--- src/rtl/ro_heater_sequencer.sv ---
// Heat-command sequencer for the ring-oscillator heater bank: queues (level, hold)
// commands and replays them as start/stop words, with a stop word on drain or abort.
module ro_heater_sequencer #(
  parameter int MAX_LEVEL    = 5,
  parameter int FIFO_DEPTH   = 4,
  parameter int C_DATA_WIDTH = 32
) (
  input  logic                    clk,
  input  logic                    rst_n,
  input  logic                    s_tvalid_i,
  input  logic [C_DATA_WIDTH-1:0] s_tdata_i,
  output logic                    s_tready_o,
  input  logic                    abort_i,
  output logic                    m_tvalid_o,
  output logic [C_DATA_WIDTH-1:0] m_tdata_o,
  input  logic                    m_tready_i,
  output logic [C_DATA_WIDTH-1:0] heater_on_num_o,
  output logic                    busy_o,
  output logic                    done_o,
  output logic                    level_err_o
);

  // state  | meaning
  // IDLE   | nothing playing; pops the next command when the queue is non-empty
  // APPLY  | start word (level) offered downstream
  // HOLD   | level held while the hold counter runs down
  // STOP   | stop word offered downstream
  typedef enum logic [1:0] {S_IDLE, S_APPLY, S_HOLD, S_STOP} state_t;

  localparam int AW = $clog2(FIFO_DEPTH);
  localparam logic [3:0] MAX_L = 4'(MAX_LEVEL);

  state_t                  state_q, state_d;
  logic [3:0]              level_q, level_d;
  logic [27:0]             cnt_q, cnt_d;
  logic                    done_q, done_d;
  logic                    err_q, err_d;
  logic                    rdy_q;
  logic [AW:0]             wptr_q, rptr_q;
  logic [C_DATA_WIDTH-1:0] mem [FIFO_DEPTH];

  logic                    pop, flush, push, full, empty;
  logic [C_DATA_WIDTH-1:0] head;
  logic [3:0]              head_lvl;
  logic [27:0]             head_h;

  assign empty      = (wptr_q == rptr_q);
  assign full       = (wptr_q[AW] != rptr_q[AW]) && (wptr_q[AW-1:0] == rptr_q[AW-1:0]);
  assign s_tready_o = rdy_q & ~full;
  // A push landing in the same cycle as a flush is dropped with the rest of the queue.
  assign push       = s_tvalid_i & s_tready_o & ~flush;
  assign head       = mem[rptr_q[AW-1:0]];
  assign head_lvl   = head[3:0];
  assign head_h     = head[31:4];

  always_ff @(posedge clk) begin
    if (push) mem[wptr_q[AW-1:0]] <= s_tdata_i;
  end

  always_ff @(posedge clk or negedge rst_n) begin
    if (!rst_n) begin
      wptr_q  <= '0;
      rptr_q  <= '0;
      rdy_q   <= 1'b0;
      state_q <= S_IDLE;
      level_q <= '0;
      cnt_q   <= '0;
      done_q  <= 1'b0;
      err_q   <= 1'b0;
    end else begin
      rdy_q   <= 1'b1;
      if (flush) begin
        rptr_q <= wptr_q;
      end else begin
        if (push) wptr_q <= wptr_q + 1'b1;
        if (pop)  rptr_q <= rptr_q + 1'b1;
      end
      state_q <= state_d;
      level_q <= level_d;
      cnt_q   <= cnt_d;
      done_q  <= done_d;
      err_q   <= err_d;
    end
  end

  always_comb begin
    state_d         = state_q;
    level_d         = level_q;
    cnt_d           = cnt_q;
    done_d          = 1'b0;
    err_d           = err_q;
    pop             = 1'b0;
    flush           = 1'b0;
    m_tvalid_o      = 1'b0;
    m_tdata_o       = '0;
    heater_on_num_o = '0;

    unique case (state_q)
      S_IDLE: begin
        if (abort_i) begin
          flush = 1'b1;
        end else if (!empty) begin
          pop     = 1'b1;
          state_d = S_APPLY;
        end
      end
      S_APPLY: begin
        // Abort withdraws the pending start word; the stop word follows next cycle.
        m_tvalid_o      = ~abort_i;
        m_tdata_o       = (level_q != 4'd0) ? 32'd1 : 32'd0;
        heater_on_num_o = {28'd0, level_q};
        if (abort_i) begin
          flush   = 1'b1;
          state_d = S_STOP;
        end else if (m_tready_i) begin
          state_d = S_HOLD;
        end
      end
      S_HOLD: begin
        heater_on_num_o = {28'd0, level_q};
        if (abort_i) begin
          flush   = 1'b1;
          state_d = S_STOP;
        end else if (cnt_q == 28'd0) begin
          if (!empty) begin
            pop     = 1'b1;
            state_d = S_APPLY;
          end else begin
            state_d = S_STOP;
          end
        end else begin
          cnt_d = cnt_q - 28'd1;
        end
      end
      S_STOP: begin
        m_tvalid_o = 1'b1;
        if (abort_i) begin
          flush = 1'b1;
        end else if (m_tready_i) begin
          done_d  = 1'b1;
          state_d = S_IDLE;
        end
      end
      default: state_d = S_IDLE;
    endcase

    // Popped command: clamp the level and preload max(H,1)-1 into the hold counter.
    if (pop) begin
      level_d = (head_lvl > MAX_L) ? MAX_L : head_lvl;
      if (head_lvl > MAX_L) err_d = 1'b1;
      cnt_d = (head_h == 28'd0) ? 28'd0 : head_h - 28'd1;
    end
  end

  assign busy_o      = (state_q != S_IDLE) | ~empty;
  assign done_o      = done_q;
  assign level_err_o = err_q;

endmodule

--- config.mk ---
export PLATFORM = sky130hd
export DESIGN_NAME = ro_heater_sequencer
export DESIGN_NICKNAME = d
export VERILOG_FILES = /design/src/rtl/ro_heater_sequencer.sv
export SDC_FILE = /design/constraint.sdc
export NUM_CORES = 1
export LEC_CHECK = 0
export BUFFER_PORTS_ARGS = -buffer_cell sky130_fd_sc_hd__buf_2
export CORE_ASPECT_RATIO = 0.9
export CORE_MARGIN = 1.5
export CORE_UTILIZATION = 45
export CTS_CLUSTER_DIAMETER = 120
export DETAILED_ROUTE_END_ITERATION = 8
export GPL_TIMING_DRIVEN = 0
export HOLD_SLACK_MARGIN = 0.08
export MAX_ROUTING_LAYER = met4
export PLACE_DENSITY = 0.69
export SYNTH_ARGS = -nofsm -noshare
export SYNTH_HDL_FRONTEND = slang
export SYNTH_SLANG_ARGS = --single-unit
--- constraint.sdc ---
create_clock -name clk -period 9.07 [get_ports clk]
set_clock_uncertainty 0.15 [all_clocks]
set_input_delay 0.4535 -clock clk [delete_from_list [all_inputs] [get_ports clk]]
set_output_delay 0.4535 -clock clk [all_outputs]
set_load 0.02 [all_outputs]
==> impl_metrics.yaml <==
grt:
  overflow: 0
  grt_pass1_wl_um: 26300
  grt.total_usage_pct: 18.4
  antenna_found_initial: 0
  grt_max_degree: 44
  grt_pass1_vias: 5006
sta:
  setup_viol: 0
  worstMarginPinSlew_ns: 0.987
  finalCritPeriodShare_pct: 43.5
  rsz0062_at_grt: "no"
  tns_ns: 0
  slew_viol_final: 0
  setup_slack_ns: 5.13
  hold_violations: 0
  slew_headroom_pct: 34.2
  max_freq_mhz: 254
  whs_ns: 0.0984
  fin_crit_ns: 3.94
place:
  dp_hpwl_um: 11100
  place_ws_ns: 5.15
  place_congestion: 0.830
  io_buffers: 45
  place_area_mm2: 0.00903
cts:
  clkSlewWorstSetupHoldPaths_ns: 0.07
  clk_latency_ns: 0.44
  root_buffer: "clkbuf_16"
  cts_sinks: 171
  clock_tree.buffer_depth: 2
  cts-buffers-inserted: 17
  tritoncts: "done"
  cts_max_level: 4
synth:
  syn_inst: 584
  avgSynthCellArea_um2: 14.2
  ys.flop_type: "edfxtp_1"
  synth_top_cells_by_area: "edfxtp_1 (46%), dfrtp_1 (13%), mux4_2 (8.7%)"
  ys_seq_area_share_pct: 59.4
  syn_area_mm2: 0.00829
  ys_ff_latch: 171
  async_reset_ff_share_pct: 25.1
  synth_warnings: 0
  synth_edf_count: 128
  synth.largest_area_cell: "edfxtp_1"
  ys_types: 60
  synth_top_area_share_pct: 46.4
setup_path:
  crit_chain: "clkbuf_1, buf_2, buf_1, mux4_2, nor4b_1, nand4_1, o211ai_2, buf_2, nor2_1, or3_1"
  cp.buffers_inverters: 4
  critPathRequiredTime_ns: 9.23
  cp_max_fo: 10
  cpPeakStageDelay_ns: 0.55
  crit_type: "flip-flop to flip-flop"
  critPathSlowestCell: "buf_1"
  end_kind: "flip-flop"
  critPathTopFamily: "buffers and inverters"
  cp-start-kind: "flip-flop"
  r2r_slack_ns: 5.13
  worstPathArrival_ns: 4.11
  crit_path_frequent_cell: "buf_2"
die:
  io_pins: 106
  fp.coreArea_mm2: 0.0178
  start_util_pct: 46.4
  die_w_um: 146
  dieArea_mm2: 0.0192
  dieHeight_um: 132
  num_rows: 46
layout:
  nFillCells: 1438
  multiInputGateArea_mm2: 0.00294
  nNetsFinal: 785
  design_area_mm2: 0.00992
  syn2layout_area_growth_pct: 19.7
  final_common_cell: "edfxtp_1"
  n_antenna_cell: 0
  layout_common_cells: "edfxtp_1 (128), buf_4 (63), conb_1 (60)"
  ff_latch_area_mm2: 0.00492
  drive_above_1_share_pct: 27.8
drt:
  dr.first_iter.drc_count: 326
  drc: 0
  drtAntennaViolNets: 0
  viasPerCell: 5.14
  routed_wl_um: 16500
  vias: 5088
  first_pass_iters: 5
  post_drt_wl_per_cell_um: 16.7
power_and_ir_drop:
  switching_power_uw: 1020
  power_frac_seq_pct: 37.2
  max-vdd-ir-drop_v: 0.000233
  combPwrFrac_pct: 37.5
  internal_power_uw: 1790
  clockPowerShare_pct: 25.3
  p_leak_uw: 0.00380
  pwr_density_cell_mw_per_mm2: 284
  p_sw_share_pct: 36.3
min_path:
  hp-class: "primary input to flip-flop"
status:
  run_status: "finished clean"
flow_run:
  drv_cap: 0
area by class of cell:
class	instances	share of cell area, %
tap	240	3.03
inverter	15	0.568
timing repair buffer	75	5.30
clock buffer	17	4.29
multi-input combinational	374	29.6
sequential	171	49.6
clock inverter	15	1.58
buffer	82	6.03
power by group through the flow:
stage / registers, uW / clock network (uW) / logic (uW)
global placement: 1050 / 0 / 1030
finish: 1050 / 713 / 1060
global route: 1060 / 753 / 1150
CTS: 1050 / 724 / 1060
detailed placement: 1060 / 0 / 1040
floorplan: 1040 / 0 / 797
repair_timing:
action	in CTS	in global routing
buffers inserted	0	0
hold buffers	30	0
hold endpoints to repair	154	0
gates resized for setup	0	0
synthesized netlist by cell type, types with 2 or more instances:
library cell  number
clkbuf_1           5
nand3_1            8
conb_1             2
buf_4             63
a21oi_1            5
nand2_1           25
or3_1              4
nor3_1            14
nand3_2            2
mux4_2            32
o22ai_1           23
nand4_1            4
o21ai_1            3
xnor2_1           30
or4_4              2
and2_1            14
a21o_1             5
edfxtp_1         128
nor3b_2            2
nor4b_2            2
nor3b_1            3
o21ai_0            6
o22a_1             2
nor4_2             2
a31oi_1            5
buf_6              6
ha_1              12
nor4_1            11
inv_1             15
dfrtp_1           43
nor4b_1            2
xor2_1            17
nor2_1            39
and3_1             6
o41a_1             2
o21a_1             6
nor4_4             3
nor2b_1            3
buf_2              7
sequential cells by signal (all words and copies together), names as in the netlist:
name / cells
state_q: 2
level_err_o: 1
cnt_q: 28
mem: 128
rptr_q: 3
wptr_q: 3
level_q: 4
done_o: 1
rdy_q: 1
layer usage:
layer	GRT usage (%)	share of wire [%]
met5	-	0
met4	7.86	1.9
met1	23.3	43
met3	3.98	7.4
met2	29.0	47
through the flow:
| stage | utilization (%) | power [uW] | instances |
|---|---|---|---|
| floorplan | - | 1840 | 642 |
| global placement | 50.6 | 2080 | 927 |
| detailed placement | 50.6 | 2100 | 927 |
| CTS | 55.6 | 2830 | 989 |
| global route | 55.6 | 2960 | 989 |
| finish | 55.6 | 2820 | 989 |
logic make-up after synthesis:
kind of cell / count (synthesis) / synth area share, %
compound gates: 70 / 6.27
xor+xnor: 47 / 4.97
fa+ha+maj: 12 / 1.81
buf+inv: 97 / 7.90
flops: 171 / 59.4
mux: 32 / 8.70
other cells: 2 / 0.0906
simple gates: 153 / 10.9
worst register-to-register path, cell delays in order, from the launching register on:
cell and delay, ns:
dfrtp_1 0.36, clkbuf_1 0.46, buf_2 0.37, buf_1 0.55, mux4_2 0.46, nor4b_1 0.34, nand4_1 0.22, o211ai_2 0.20
buf_2 0.27, nor2_1 0.07, or3_1 0.37
final timing paths:
check / start / to / depth (start not counted)
min reg2reg: level_err_o / level_err_o / 1
min: s_tdata_i[12] / mem[0][12] / 1
min in group asynchronous: rst_n / done_o / 2
max in group asynchronous: rst_n / cnt_q[13] / 2
max reg2reg: rptr_q[1] / cnt_q[26] / 10
max: rptr_q[1] / cnt_q[26] / 10
Note: power is estimated with default switching activity, not from simulation.
